[src/rtl/cpu5_mem_arbiter.sv]
// cpu5 single-port memory arbiter: LSU-priority with IFU anti-starvation.
// Sequences one access at a time through a mem_req/mem_ready handshake.
module cpu5_mem_arbiter #(
  parameter int AW         = 32,
  parameter int DW         = 32,
  parameter int STARVE_MAX = 4
) (
  input  logic          clk,
  input  logic          resetn,
  input  logic          ifu_req,
  input  logic [AW-1:0] ifu_addr,
  output logic          ifu_gnt,
  output logic          ifu_rvalid,
  output logic [DW-1:0] ifu_rdata,
  input  logic          lsu_req,
  input  logic          lsu_we,
  input  logic [AW-1:0] lsu_addr,
  input  logic [DW-1:0] lsu_wdata,
  output logic          lsu_gnt,
  output logic          lsu_rvalid,
  output logic [DW-1:0] lsu_rdata,
  output logic          mem_req,
  output logic          mem_we,
  output logic [AW-1:0] mem_addr,
  output logic [DW-1:0] mem_wdata,
  input  logic          mem_ready,
  input  logic [DW-1:0] mem_rdata,
  output logic          busy
);

  typedef enum logic [1:0] {
    IDLE,
    IFU_BUSY,
    LSU_BUSY
  } state_t;

  localparam logic [3:0] SMAX = 4'(STARVE_MAX);

  state_t     state;
  logic [3:0] starve_cnt;
  logic       lsu_win;
  logic       ifu_win;

  // LSU wins unless the IFU has lost STARVE_MAX contested rounds in a row
  assign lsu_win = lsu_req & (~ifu_req | (starve_cnt < SMAX));
  assign ifu_win = ifu_req & ~lsu_win;

  always_ff @(posedge clk or negedge resetn) begin
    if (!resetn) begin
      state      <= IDLE;
      starve_cnt <= '0;
      ifu_gnt    <= 1'b0;
      ifu_rvalid <= 1'b0;
      ifu_rdata  <= '0;
      lsu_gnt    <= 1'b0;
      lsu_rvalid <= 1'b0;
      lsu_rdata  <= '0;
      mem_req    <= 1'b0;
      mem_we     <= 1'b0;
      mem_addr   <= '0;
      mem_wdata  <= '0;
      busy       <= 1'b0;
    end else begin
      ifu_gnt    <= 1'b0;
      ifu_rvalid <= 1'b0;
      lsu_gnt    <= 1'b0;
      lsu_rvalid <= 1'b0;
      unique case (state)
        IDLE: begin
          unique case (1'b1)
            lsu_win: begin
              state     <= LSU_BUSY;
              mem_req   <= 1'b1;
              mem_we    <= lsu_we;
              mem_addr  <= lsu_addr;
              mem_wdata <= lsu_wdata;
              lsu_gnt   <= 1'b1;
              busy      <= 1'b1;
              if (ifu_req)
                starve_cnt <= starve_cnt + 4'd1;
            end
            ifu_win: begin
              state      <= IFU_BUSY;
              mem_req    <= 1'b1;
              mem_we     <= 1'b0;
              mem_addr   <= ifu_addr;
              mem_wdata  <= '0;
              ifu_gnt    <= 1'b1;
              busy       <= 1'b1;
              starve_cnt <= '0;
            end
            default: ;
          endcase
        end
        IFU_BUSY: begin
          if (mem_ready) begin
            state      <= IDLE;
            mem_req    <= 1'b0;
            busy       <= 1'b0;
            ifu_rvalid <= 1'b1;
            ifu_rdata  <= mem_rdata;
          end
        end
        LSU_BUSY: begin
          if (mem_ready) begin
            state      <= IDLE;
            mem_req    <= 1'b0;
            busy       <= 1'b0;
            lsu_rvalid <= 1'b1;
            if (!mem_we)
              lsu_rdata <= mem_rdata;
          end
        end
        default: state <= IDLE;
      endcase
    end
  end

endmodule

[config.mk]
export PLATFORM = sky130hd
export DESIGN_NAME = cpu5_mem_arbiter
export DESIGN_NICKNAME = d
export VERILOG_FILES = /design/src/rtl/cpu5_mem_arbiter.sv
export SDC_FILE = /design/constraint.sdc
export NUM_CORES = 1
export LEC_CHECK = 0
export ABC_AREA = 1
export BUFFER_PORTS_ARGS = -buffer_cell sky130_fd_sc_hd__buf_2
export CORE_MARGIN = 2
export CORE_UTILIZATION = 40
export DETAILED_ROUTE_END_ITERATION = 16
export GPL_ROUTABILITY_DRIVEN = 0
export PLACE_DENSITY = 0.76
export SYNTH_ARGS = -nofsm -noshare
export SYNTH_HDL_FRONTEND = slang
export SYNTH_SLANG_ARGS = --single-unit
[constraint.sdc]
create_clock -name clk -period 2.7 [get_ports clk]
set_input_delay 0.135 -clock clk [delete_from_list [all_inputs] [get_ports clk]]
set_output_delay 0.135 -clock clk [all_outputs]
set_load 0.005 [all_outputs]
**Yosys cells after proc, flatten, opt, wreduce, memory -nomap -nowiden**

Cells that the tools add are included.

- $add $sub $neg: 1
- Magnitude comparators: 1
- Equal/unequal tests: 6
- Multiplexer cells: 18
- Bitwise operators: 6
- Reductions and logical operators: 11

Operator list:

| kind | count |
|---|---|
| case mux 32 bit (2 select lines) | 2 |
| two-way mux 1 bit | 9 |
| AND reduction 3 bit | 3 |
| case mux 2 bit (2 select lines) | 2 |
| case mux 4 bit (2 select lines) | 1 |
| AND reduction 2 bit | 3 |
| adder 4 x 1 -> 4 bit (second input constant) | 1 |
| < comparator 4 x 3 -> 1 bit (second input constant) | 1 |
| two-way mux 4 bit | 1 |
| != test 2 bit (second input constant) | 2 |
| case mux 1 bit (2 select lines) | 2 |
| nonzero test 2 bit | 2 |
| OR reduction 2 bit | 2 |
| != test 3 bit (second input constant) | 1 |
| NOT 1 bit | 3 |
| bitwise AND 1 bit | 2 |
| equality test 2 x 1 -> 1 bit (second input constant) | 1 |
| equality test 2 bit (second input constant) | 1 |
| zero test 2 bit | 1 |
| two-way mux 2 bit | 1 |
| != test 2 x 1 -> 1 bit (second input constant) | 1 |
| bitwise OR 1 bit | 1 |

- Register bits: 140
- Bits of input ports: 134
- Output and inout bits: 135
- Word-level logic and storage cells: 55

**Depth between registers and ports, before layout**

Gate-level depths: netlist of the first run.

- Depth after elaboration: 8
- Mapped depth: 8
- Depth with buffers taken out: 8

**Least setup slack after synthesis of the first run**

No wires, ideal clock.

- Path kind: reg2reg
- Start: register state[0]
- End: register mem_wdata[22]
- Library setup time: 130 ps
- Arrival: 1256 ps
- Data required time: 2570 ps
- Path slack: 1314 ps
- Stages on the path, launching flop included: 9
- Path buffers: 1
- Period minus slack after synthesis: 1386 ps
- Cells stage by stage: dfrtp_1 -> inv_1 -> ha_1 -> inv_1 -> nor2_4 -> inv_2 -> buf_2 -> nand2_1 -> o21ai_0

- Cells in the longest elaborated chain, start to end: 2

Ends and longest elaborated chain:

| item | RTL line | text |
|---|---|---|
| from (decl) | 39 | `state_t state;` |
| from (signal assigned) | 50 | `state <= IDLE;` |
| from (signal assigned) | 72 | `state <= LSU_BUSY;` |
| from (signal assigned) | 83 | `state <= IFU_BUSY;` |
| zero test 2 bit | 68 | `unique case (state)` |
| AND reduction 2 bit (no line) | -- |  |
| to (signal assigned) | 76 | `mem_wdata <= lsu_wdata;` |
| to (decl) | 25 | `output logic [DW-1:0] mem_wdata,` |

Every way passes these cells.
A chain may end at the register's enable or synchronous reset.

**Worst setup path after layout of the first run**

- Start: register state[1]
- End: register state[1]

- Cells in the longest elaborated chain, start to end: 4
- Elaborated cells on any way between the ends: 8
- Those cells by class: eq/ne: 4; mux: 1; reduce/logical: 3

Ends and longest elaborated chain:

| item | RTL line |
|---|---|
| equality test 2 bit / equality test 2 x 1 -> 1 bit (equally long branches) | 68 |
| OR reduction 2 bit (no line) | -- |
| != test 2 x 1 -> 1 bit (no line) | -- |
| AND reduction 2 bit (no line) | -- |

Several ways; a longest one is shown, not always the timed one.

==> metrics, run 1 <==
status finished, final reports clean; clock-pin slew on the worst setup and hold paths 0.06 ns; Die Y 126.3 um; largest net degree at the start of global routing 68; worst endpoint required time 3.03 ns; commonest non-fill, non-tap cells in the layout buf_2, nand2_1, dfrtp_1; peak supply drop 0.4786 mV; Critical Path Max Stage Delay 0.57 ns; delay-heaviest family, CP buffers and inverters; crit-path max FO 67; H-tree Lvls 4; worst reg2reg startpoint state[1]$_DFFE_PN0P_; Syn Inst Count 710; Hold Startpoint mem_rdata[16]; Crit path top cell by count inv_1; Pre-antenna DRT Iters 5; first-pass GRT wire length 25050 um; Final Non-Filler Cells 1219; vias per inst 4.608; worst hold slack 0.02002 ns; Tot Pwr 9.087 mW; Inst Count DP 1134; Syn-to-layout area delta 43.93%; CTS tree yes; Startpoint Class flop; Overflow after GRT 0; worst slack at placement 0.6874 ns; crit share post-route 0.7508; Port Buffers 268; Min-Delay Endpoint lsu_rdata[16]$_DFFE_PN0P_; remaining routing DRC violations 0; io pins 269; FMAX 493.3 MHz; clk_lat worst skew 0.41 ns; minimum clock period 2.027 ns; Die Span X 126.3 um; die area 0.01594 mm^2; Avg Cell Area, Syn 8.420 um^2; worst path buffer plus inverter count 3; Least-Margin Pin Slew 1.090 ns; DRT iter0 DRCs 260; r2r worst-path depth 7; R2R Setup Slk 0.67 ns; fin. max-slew vios 0; relative slew slack 0.2732; commonest non-fill, non-tap cell in the layout buf_2; synthesized area 0.005978 mm^2; area occupied by multi-input gates 0.001841 mm^2; share of the yosys chip area belonging to registers 0.5860; Storage cell area 0.003503 mm^2; Core Area 0.01459 mm^2; Worst Hold Class in2reg; Pleak 4.985 nW; CP max stage cell buf_4; initial core utilization 0.4098; synthesized flop and latch total 140; TritonCTS buffer count 17; RSZ-0062 raised after global routing false; Synthesized Nets 849; Worst EP arrival 2.35 ns; fill count 1249; PwrDens 1056 mW/mm^2; Clock Path Buffers 2; drt wl/cell 13.18 um; Synth warnings 0; DRT antenna net count 0; clock root buffer clkbuf_16; Unique masters post-synth 22; dpl hpwl 10990 um; worst hold path depth 3; clock skew 0.007931 ns; Clock Sinks 140; Sum Neg Setup Slack 0 ns; vias in the first global route 5179; critical-path cell list inv_1, ha_1, inv_1, nor2_4, buf_4, o21ai_0, o22ai_1; fin worst setup slack 0.6730 ns; Max Cap Viol 0; final wirelength 16060 um; final setup fails 0; FP Rows 44; detailed-route via count 5617; share of post-route cells with drive strength above 1 0.3046; NumNets Final 1161; CP Capture Type flop; worst reg2reg endpoint state[1]$_DFFE_PN0P_; Crit Path Class reg2reg; gr usage total 0.1986; initial antenna violation count 1; setup repair bufs after CTS 0; final-report hold violation count 0
-- through the flow --
| stage | area [um^2] | util |
|---|---|---|
| 4_1_cts | 8602 | 0.5896 |
| 5_1_grt | 8605 | 0.5898 |
| 3_3_place_gp | 7438 | 0.5099 |
| 6_report | 8605 | 0.5898 |
| 2_1_floorplan | 5978 | - |
| 3_5_place_dp | 7438 | 0.5099 |
-- logic make-up after synthesis --
group	synth area share
AOI/OAI and AO/OA	0.09041
muxes	0.001674
DFF	0.5860
buffers and inverters	0.1082
xor gates and xnor gates	0.001465
adders and majority gates	0.01046
and+or+nand+nor	0.2018
-- worst max path at each step --
| stage | slack [ns] | start | cells after the start | endpoint |
|---|---|---|---|---|
| after global placement | 0.76 | state[0]$_DFFE_PN0P_ | 7 | state[1]$_DFFE_PN0P_ |
| after floorplan | 1.31 | state[0]$_DFFE_PN0P_ | 8 | mem_wdata[22]$_DFFE_PN0P_ |
| final | 0.67 | state[1]$_DFFE_PN0P_ | 7 | state[1]$_DFFE_PN0P_ |
| after detailed placement | 0.69 | state[0]$_DFFE_PN0P_ | 7 | state[1]$_DFFE_PN0P_ |
| after CTS | 0.68 | state[0]$_DFFE_PN0P_ | 7 | state[1]$_DFFE_PN0P_ |
| after global routing | 0.46 | state[1]$_DFFE_PN0P_ | 7 | state[0]$_DFFE_PN0P_ |
-- synth_stat cells, drive strengths merged --
master / instances / area share
o21ai: 102 / 0.086
dfrtp: 140 / 0.59
nor2: 6 / 0.0054
xor2: 1 / 0.0015
ha: 5 / 0.010
mux2i: 1 / 0.0017
nand2: 267 / 0.17
nand4: 1 / 0.0010
clkbuf: 11 / 0.0069
o22ai: 2 / 0.0021
inv: 113 / 0.071
buf: 26 / 0.030
nand3: 33 / 0.028
a21oi: 2 / 0.0023
-- metal layers --
metal,vias up,part of all wire,global-route usage
met2,245,0.48,0.3295
li1,2781,-,-
met1,2564,0.42,0.2419
met4,0,0.018,0.06593
met3,27,0.085,0.07094
met5,-,0,0
-- timing repair --
| action | in CTS | in global routing |
|---|---|---|
| hold buffers | 53 | 0 |
| endpoints found under the hold margin | 117 | 0 |
| gates resized for setup | 0 | 0 |
-- cell type report --
type | count | share of cell area
Inverter | 113 | 0.04929
Tap cell | 184 | 0.02676
Multi-Input combinational cell | 420 | 0.2139
Sequential cell | 140 | 0.4072
Timing Repair Buffer | 330 | 0.2290
Antenna cell | 1 | 0.0002908
Clock buffer | 21 | 0.05467
Clock inverter | 10 | 0.01890
-- worst min-delay path, cell delays in order --
cell     delay (ns)
buf_2          0.09
inv_1          0.07
o21ai_0        0.08
-- power by group --
group | switching, mW | internal (mW)
Combinational | 1.74 | 1.33
Clock | 0.845 | 1.62
Sequential | 0.502 | 3.05
Total | 3.09 | 6.00
-- registers in the layout (all words and copies together) (netlist names) --
name and cells:
busy 1, state 2, lsu_gnt 1, starve_cnt 4, mem_we 1, ifu_rvalid 1
lsu_rdata 32, mem_wdata 32, ifu_rdata 32, mem_addr 32, lsu_rvalid 1, ifu_gnt 1
(Power assumes the default switching activity.)
==> inputs of run 2 (changes only) <==
clock period = 2.1 ns   (was 2.7 ns; I/O delays follow)
==> run 2 against run 1 <==
Net effect: clock-buffer cell count is 2 lower; sequential power rose by 29%; die area did not move; total power up 30%; routed wire length is 14% higher; global-route usage grew 3.3 points; clock skew grew 0.0013 ns; cell area increased by 8.0%; sequential cell count stayed put; largest power group unchanged; maximum frequency grew 5.9%.
==> metrics, run 2 (synthesis gave the netlist of run 1 again) <==
status finished, final reports clean; Highest Signal Layer met4; minimum clock period 1.915 ns (-0.1124 ns); FMAX 522.3 MHz (+5.9%); Worst EP arrival 2.23 ns (-0.12 ns); initial antenna violation count 0 (-1); DRT antenna net count 0 (unchanged); PwrDens 1269 mW/mm^2 (+20%); Syn-to-layout area delta 55.40%; remaining routing DRC violations 0 (unchanged); CP max stage cell buf_6; dpl hpwl 10810 um (-1.6%); CTS tree yes; Die Y 126.3 um (unchanged); Port Buffers 268 (unchanged); FP Rows 44 (unchanged); commonest non-fill, non-tap cell in the layout buf_2; die area 0.01594 mm^2 (unchanged); Pleak 5.272 nW (+5.8%); clk_lat worst skew 0.42 ns (about the same); io pins 269 (unchanged); TritonCTS buffer count 17 (unchanged); critical-path cell list inv_1, ha_1, inv_1, nor2_4, buf_6, nand2_1, o21ai_0; final-report hold violation count 0 (unchanged); Critical Path Max Stage Delay 0.43 ns (-0.14 ns); Storage cell area 0.003503 mm^2 (unchanged); Core Area 0.01459 mm^2 (unchanged); Sum Neg Setup Slack 0 ns (unchanged); clock root buffer clkbuf_16; r2r worst-path depth 7 (unchanged); initial core utilization 0.4098 (unchanged); combinational share of power 0.351 (+0.013); worst reg2reg endpoint mem_wdata[4]$_DFFE_PN0P_; fill count 1127 (-9.8%); sequential share of power 0.389 (-0.002); share of post-route cells with drive strength above 1 0.2856 (-0.01906); Clock Sinks 140 (unchanged); routed wl met2 8750 um (+14%); Crit Path Class reg2reg; clock skew 0.009234 ns (+0.001303 ns); H-tree Lvls 4 (unchanged); detailed-route via count 6112 (+8.8%); NumNets Final 1229 (+5.9%); Least-Margin Pin Slew 0.6522 ns (-0.4380 ns); Pre-antenna DRT Iters 5 (unchanged); Hold Startpoint ifu_addr[5]; clock share of power 0.260 (-0.011); commonest non-fill, non-tap cells in the layout buf_2, nand2_1, dfrtp_1; Startpoint Class flop; drt wl/cell 14.19 um (+7.7%); largest net degree at the start of global routing 68 (unchanged); worst reg2reg startpoint state[1]$_DFFE_PN0P_; Die Span X 126.3 um (unchanged); CP Capture Type flop; Int Pwr 7.631 mW (+27%); relative slew slack 0.5652 (+0.2920); clock-pin slew on the worst setup and hold paths 0.06 ns (about the same); worst hold path depth 5 (+2); vias in the first global route 5964 (+15%); fin. max-slew vios 0 (unchanged); Min-Delay Endpoint mem_addr[5]$_DFFE_PN0P_; DRT iter0 DRCs 345 (+33%); gr usage total 0.2312 (+0.03262); Worst Hold Class in2reg; fin util 0.6368 (+0.04700); final wirelength 18260 um (+14%); DRT met1 WL 7472 um (+10%); Clock Path Buffers 2 (unchanged); switch share 0.3528 (+0.01255); vias per inst 4.749 (+3.1%); Max Cap Viol 0 (unchanged); worst endpoint required time 2.42 ns (-0.61 ns); crit-path max FO 67 (unchanged); P_sw 4.160 mW (+35%); R2R Setup Slk 0.19 ns (-0.49 ns); area occupied by multi-input gates 0.001841 mm^2 (unchanged); crit share post-route 0.9117 (+0.1610); diode count 0 (-1); final setup fails 0 (unchanged); first-pass GRT wire length 29330 um (+17%); Crit path top cell by count inv_1; WL met3 1532 um (+13%); Overflow after GRT 0 (unchanged); peak supply drop 0.6084 mV (+27%); RSZ-0062 raised after global routing false
-- run 2: cell types whose count changed in the layout (fill, tap and decap cells not counted), sizes merged --
cell,before,now
inv,114,115
diode,1,0
bufinv,4,3
clkinv,3,6
buf,277,276
clkbuf,21,19
dlygate4sd3,53,122
-- run 2: area by class of cell --
cell class,instances,area share
Inverter,113,0.04593
Timing Repair Buffer,398,0.2888
Clock inverter,13,0.01764
Clock buffer,19,0.04768
Tap cell,184,0.02478
Multi-Input combinational cell,420,0.1981
Sequential cell,140,0.3771
-- run 2: power groups by stage --
stage	registers [mW]	logic (mW)	clock network (mW)
final	4.59	4.14	3.07
after global routing	4.71	4.65	3.24
after CTS	4.57	4.12	3.13
after detailed placement	4.57	3.94	0
after global placement	4.55	3.83	0
after floorplan	4.67	1.98	0
-- run 2: per-stage QoR --
| step | area [um^2] | setup WS, ns | cells | hold WS (ns) | power (mW) |
|---|---|---|---|---|---|
| 2_1_floorplan | 5978 | 0.7137 | 710 | -0.1906 | 6.648 |
| 3_3_place_gp | 7456 | 0.1323 | 1133 | 0.03912 | 8.378 |
| 3_5_place_dp | 7456 | 0.04662 | 1133 | 0.04038 | 8.512 |
| 4_1_cts | 9284 | 0.02023 | 1287 | 0.004635 | 11.82 |
| 5_1_grt | 9290 | 0.03599 | 1287 | 0.03015 | 12.61 |
| 6_report | 9290 | 0.1854 | 1287 | 0.02419 | 11.79 |
-- run 2: critical path, delay by kind of cell, from the launching register on --
kind	cells	cell delay, ns
AO/OA/AOI/OAI	1	0.23
adder cells (fa/ha/maj)	1	0.23
buffers and inverters	3	0.65
flip-flops	1	0.40
AND/OR/NAND/NOR	2	0.29
-- run 2: layer usage --
layer,vias to the layer above,global-route usage
li1,2917,-
met1,2816,0.2792
met2,335,0.3798
met3,44,0.06924
met4,0,0.1105
met5,-,0
-- run 2: repair_timing --
item	CTS	global route
setup buffers	0	0
hold endpoints to repair	268	0
resized for setup	0	3
endpoints found under the setup margin	0	66
hold buffers	122	0
-- run 2: how the worst max path moves through the flow --
| stage | to | startpoint |
|---|---|---|
| 6_report | mem_wdata[4]$_DFFE_PN0P_ | state[1]$_DFFE_PN0P_ |
| 3_5_place_dp | state[1]$_DFFE_PN0P_ | state[0]$_DFFE_PN0P_ |
| 4_1_cts | state[1]$_DFFE_PN0P_ | state[1]$_DFFE_PN0P_ |
| 3_3_place_gp | state[1]$_DFFE_PN0P_ | state[0]$_DFFE_PN0P_ |
| 5_1_grt | state[1]$_DFFE_PN0P_ | state[0]$_DFFE_PN0P_ |
| 2_1_floorplan | mem_wdata[22]$_DFFE_PN0P_ | state[0]$_DFFE_PN0P_ |
==> inputs of run 3 (changes only) <==
CTS_BUF_LIST = sky130_fd_sc_hd__clkbuf_4 sky130_fd_sc_hd__clkbuf_8   (was not set)
==> run 3 against run 2 <==
Net effect: first-iteration DRC count is 14% higher; via count is 1.5% higher; sequential share of layout area is 0.31 points higher; non-clock buffer count is 11 higher; sequential power hardly changed; die area stayed put; hold slack better by 0.11 ns; largest power group unchanged; highest routed layer unchanged.
==> metrics, run 3 (synthesis gave the netlist of run 1 again) <==
status finished, final reports clean; relative slew slack 0.5699 (+0.004677); final wirelength 19100 um (+4.6%); TritonCTS buffer count 17 (unchanged); minimum clock period 1.954 ns (+0.03973 ns); Die Span X 126.3 um (unchanged); CP Capture Type flop; dpl hpwl 10810 um (unchanged); Clock Path Buffers 2 (unchanged); share of post-route cells with drive strength above 1 0.2837 (-0.001922); final setup fails 0 (unchanged); commonest non-fill, non-tap cell in the layout buf_2; fin util 0.6316 (-0.005145); Die Y 126.3 um (unchanged); vias in the first global route 6110 (+2.4%); commonest non-fill, non-tap cells in the layout buf_2, nand2_1, dfrtp_1; Clock Sinks 140 (unchanged); vias per inst 4.778 (+0.61%); FMAX 511.7 MHz (-2.0%); gr usage total 0.2393 (+0.008076); Startpoint Class flop; FP Rows 44 (unchanged); largest net degree at the start of global routing 68 (unchanged); CTS tree yes; remaining routing DRC violations 0 (unchanged); worst endpoint required time 2.44 ns (+0.02 ns); Pre-antenna DRT Iters 5 (unchanged); Least-Margin Pin Slew 0.6452 ns (-0.007014 ns); Max Cap Viol 0 (unchanged); Worst Hold Class in2async; detailed-route via count 6202 (+1.5%); H-tree Lvls 4 (unchanged); crit share post-route 0.9306 (+0.01892); final-report hold violation count 0 (unchanged); diode count 0 (unchanged); die area 0.01594 mm^2 (unchanged); Pleak 5.236 nW (-0.70%); Core Area 0.01459 mm^2 (unchanged); fin. max-slew vios 0 (unchanged); NumNets Final 1240 (+0.90%); Tot Pwr 11.05 mW (-6.3%); Syn-to-layout area delta 54.14%; peak supply drop 0.7340 mV (+21%); clk_lat worst skew 0.45 ns (+0.03 ns); Overflow after GRT 0 (unchanged); clock-pin slew on the worst setup and hold paths 0.08 ns (+0.02 ns); fin worst setup slack 0.1457 ns (-0.03974 ns); DRT iter0 DRCs 393 (+14%); initial core utilization 0.4098 (unchanged); io pins 269 (unchanged); clock root buffer clkbuf_8; DRT antenna net count 0 (unchanged); Worst EP arrival 2.30 ns (+0.07 ns); Port Buffers 268 (unchanged); clock skew 0.01412 ns (+0.004888 ns); Inst Count DP 1133 (unchanged); PwrDens 1199 mW/mm^2 (-5.5%); initial antenna violation count 0 (unchanged); worst slack at placement 0.04662 ns (unchanged); crit-path max FO 67 (unchanged); Crit Path Class reg2reg; first-pass GRT wire length 30180 um (+2.9%); drt wl/cell 14.71 um (+3.7%); Final Non-Filler Cells 1298 (+0.85%)
## run 3: cell count changes in the layout (fill, tap and decap cells not counted), sizes merged
cell | previous run | this run
buf | 276 | 275
dlygate4sd3 | 122 | 133
clkbuf | 19 | 20
## run 3: per-layer routing
| layer | share of wire | global-route usage | wire (um) |
|---|---|---|---|
| met5 | 0 | 0 | 0 |
| met4 | 0.032 | 0.1176 | 608 |
| met3 | 0.086 | 0.06669 | 1644 |
| met2 | 0.49 | 0.3985 | 9270 |
| met1 | 0.40 | 0.2861 | 7575 |
## run 3: power breakdown
| group | switching (mW) | internal [mW] |
|---|---|---|
| logic | 2.36 | 1.82 |
| clock network | 1.08 | 1.22 |
| registers | 0.661 | 3.91 |
| total | 4.09 | 6.96 |
## run 3: worst paths after layout
check	start	to	slack (ns)	depth (start not counted)
setup / recovery	state[0]$_DFFE_PN0P_	mem_wdata[4]$_DFFE_PN0P_	0.15	7
hold / removal	resetn	ifu_rdata[14]$_DFFE_PN0P_	0.14	2
setup reg to reg	state[0]$_DFFE_PN0P_	mem_wdata[4]$_DFFE_PN0P_	0.15	7
hold reg to reg	mem_addr[8]$_DFFE_PN0P_	mem_addr[8]$_DFFE_PN0P_	0.48	2
max in group asynchronous	resetn	mem_wdata[6]$_DFFE_PN0P_	1.33	3
min in group clk	lsu_wdata[30]	mem_wdata[30]$_DFFE_PN0P_	0.47	4
## run 3: what timing repair did
action                                  in CTS  in global routing
setup buffers                                0                  0
endpoints found under the setup margin       0                 67
hold endpoints to repair                   272                  0
resized for setup                            0                  4
hold buffers                               133                  0
## run 3: worst max-delay path: stages, from the launching register on
cell and delay (ns):
dfrtp_1 0.40, inv_1 0.11, ha_1 0.23, inv_1 0.11, nor2_4 0.15, clkbuf_8 0.43
nand2_1 0.10, o21ai_0 0.27
## run 3: cell type report
type	instances	area (um^2)
clock buffers	19	255.2
clock inverters	13	163.9
fillers	1145	5374
inverters	113	426.7
multi-input cells	420	1841
flip-flops and latches	140	3503
well taps	184	230.2
repair buffers	409	2795
## run 3: stage by stage
stage / TNS (ns) / hold WS (ns) / cell area [um^2]
finish: 0 / 0.1391 / 9215
global route: -0.003521 / 0.1611 / 9215
CTS: 0 / 0.1102 / 9206
detailed placement: 0 / 0.04038 / 7456
global placement: 0 / 0.03912 / 7456
floorplan: 0 / -0.1906 / 5978
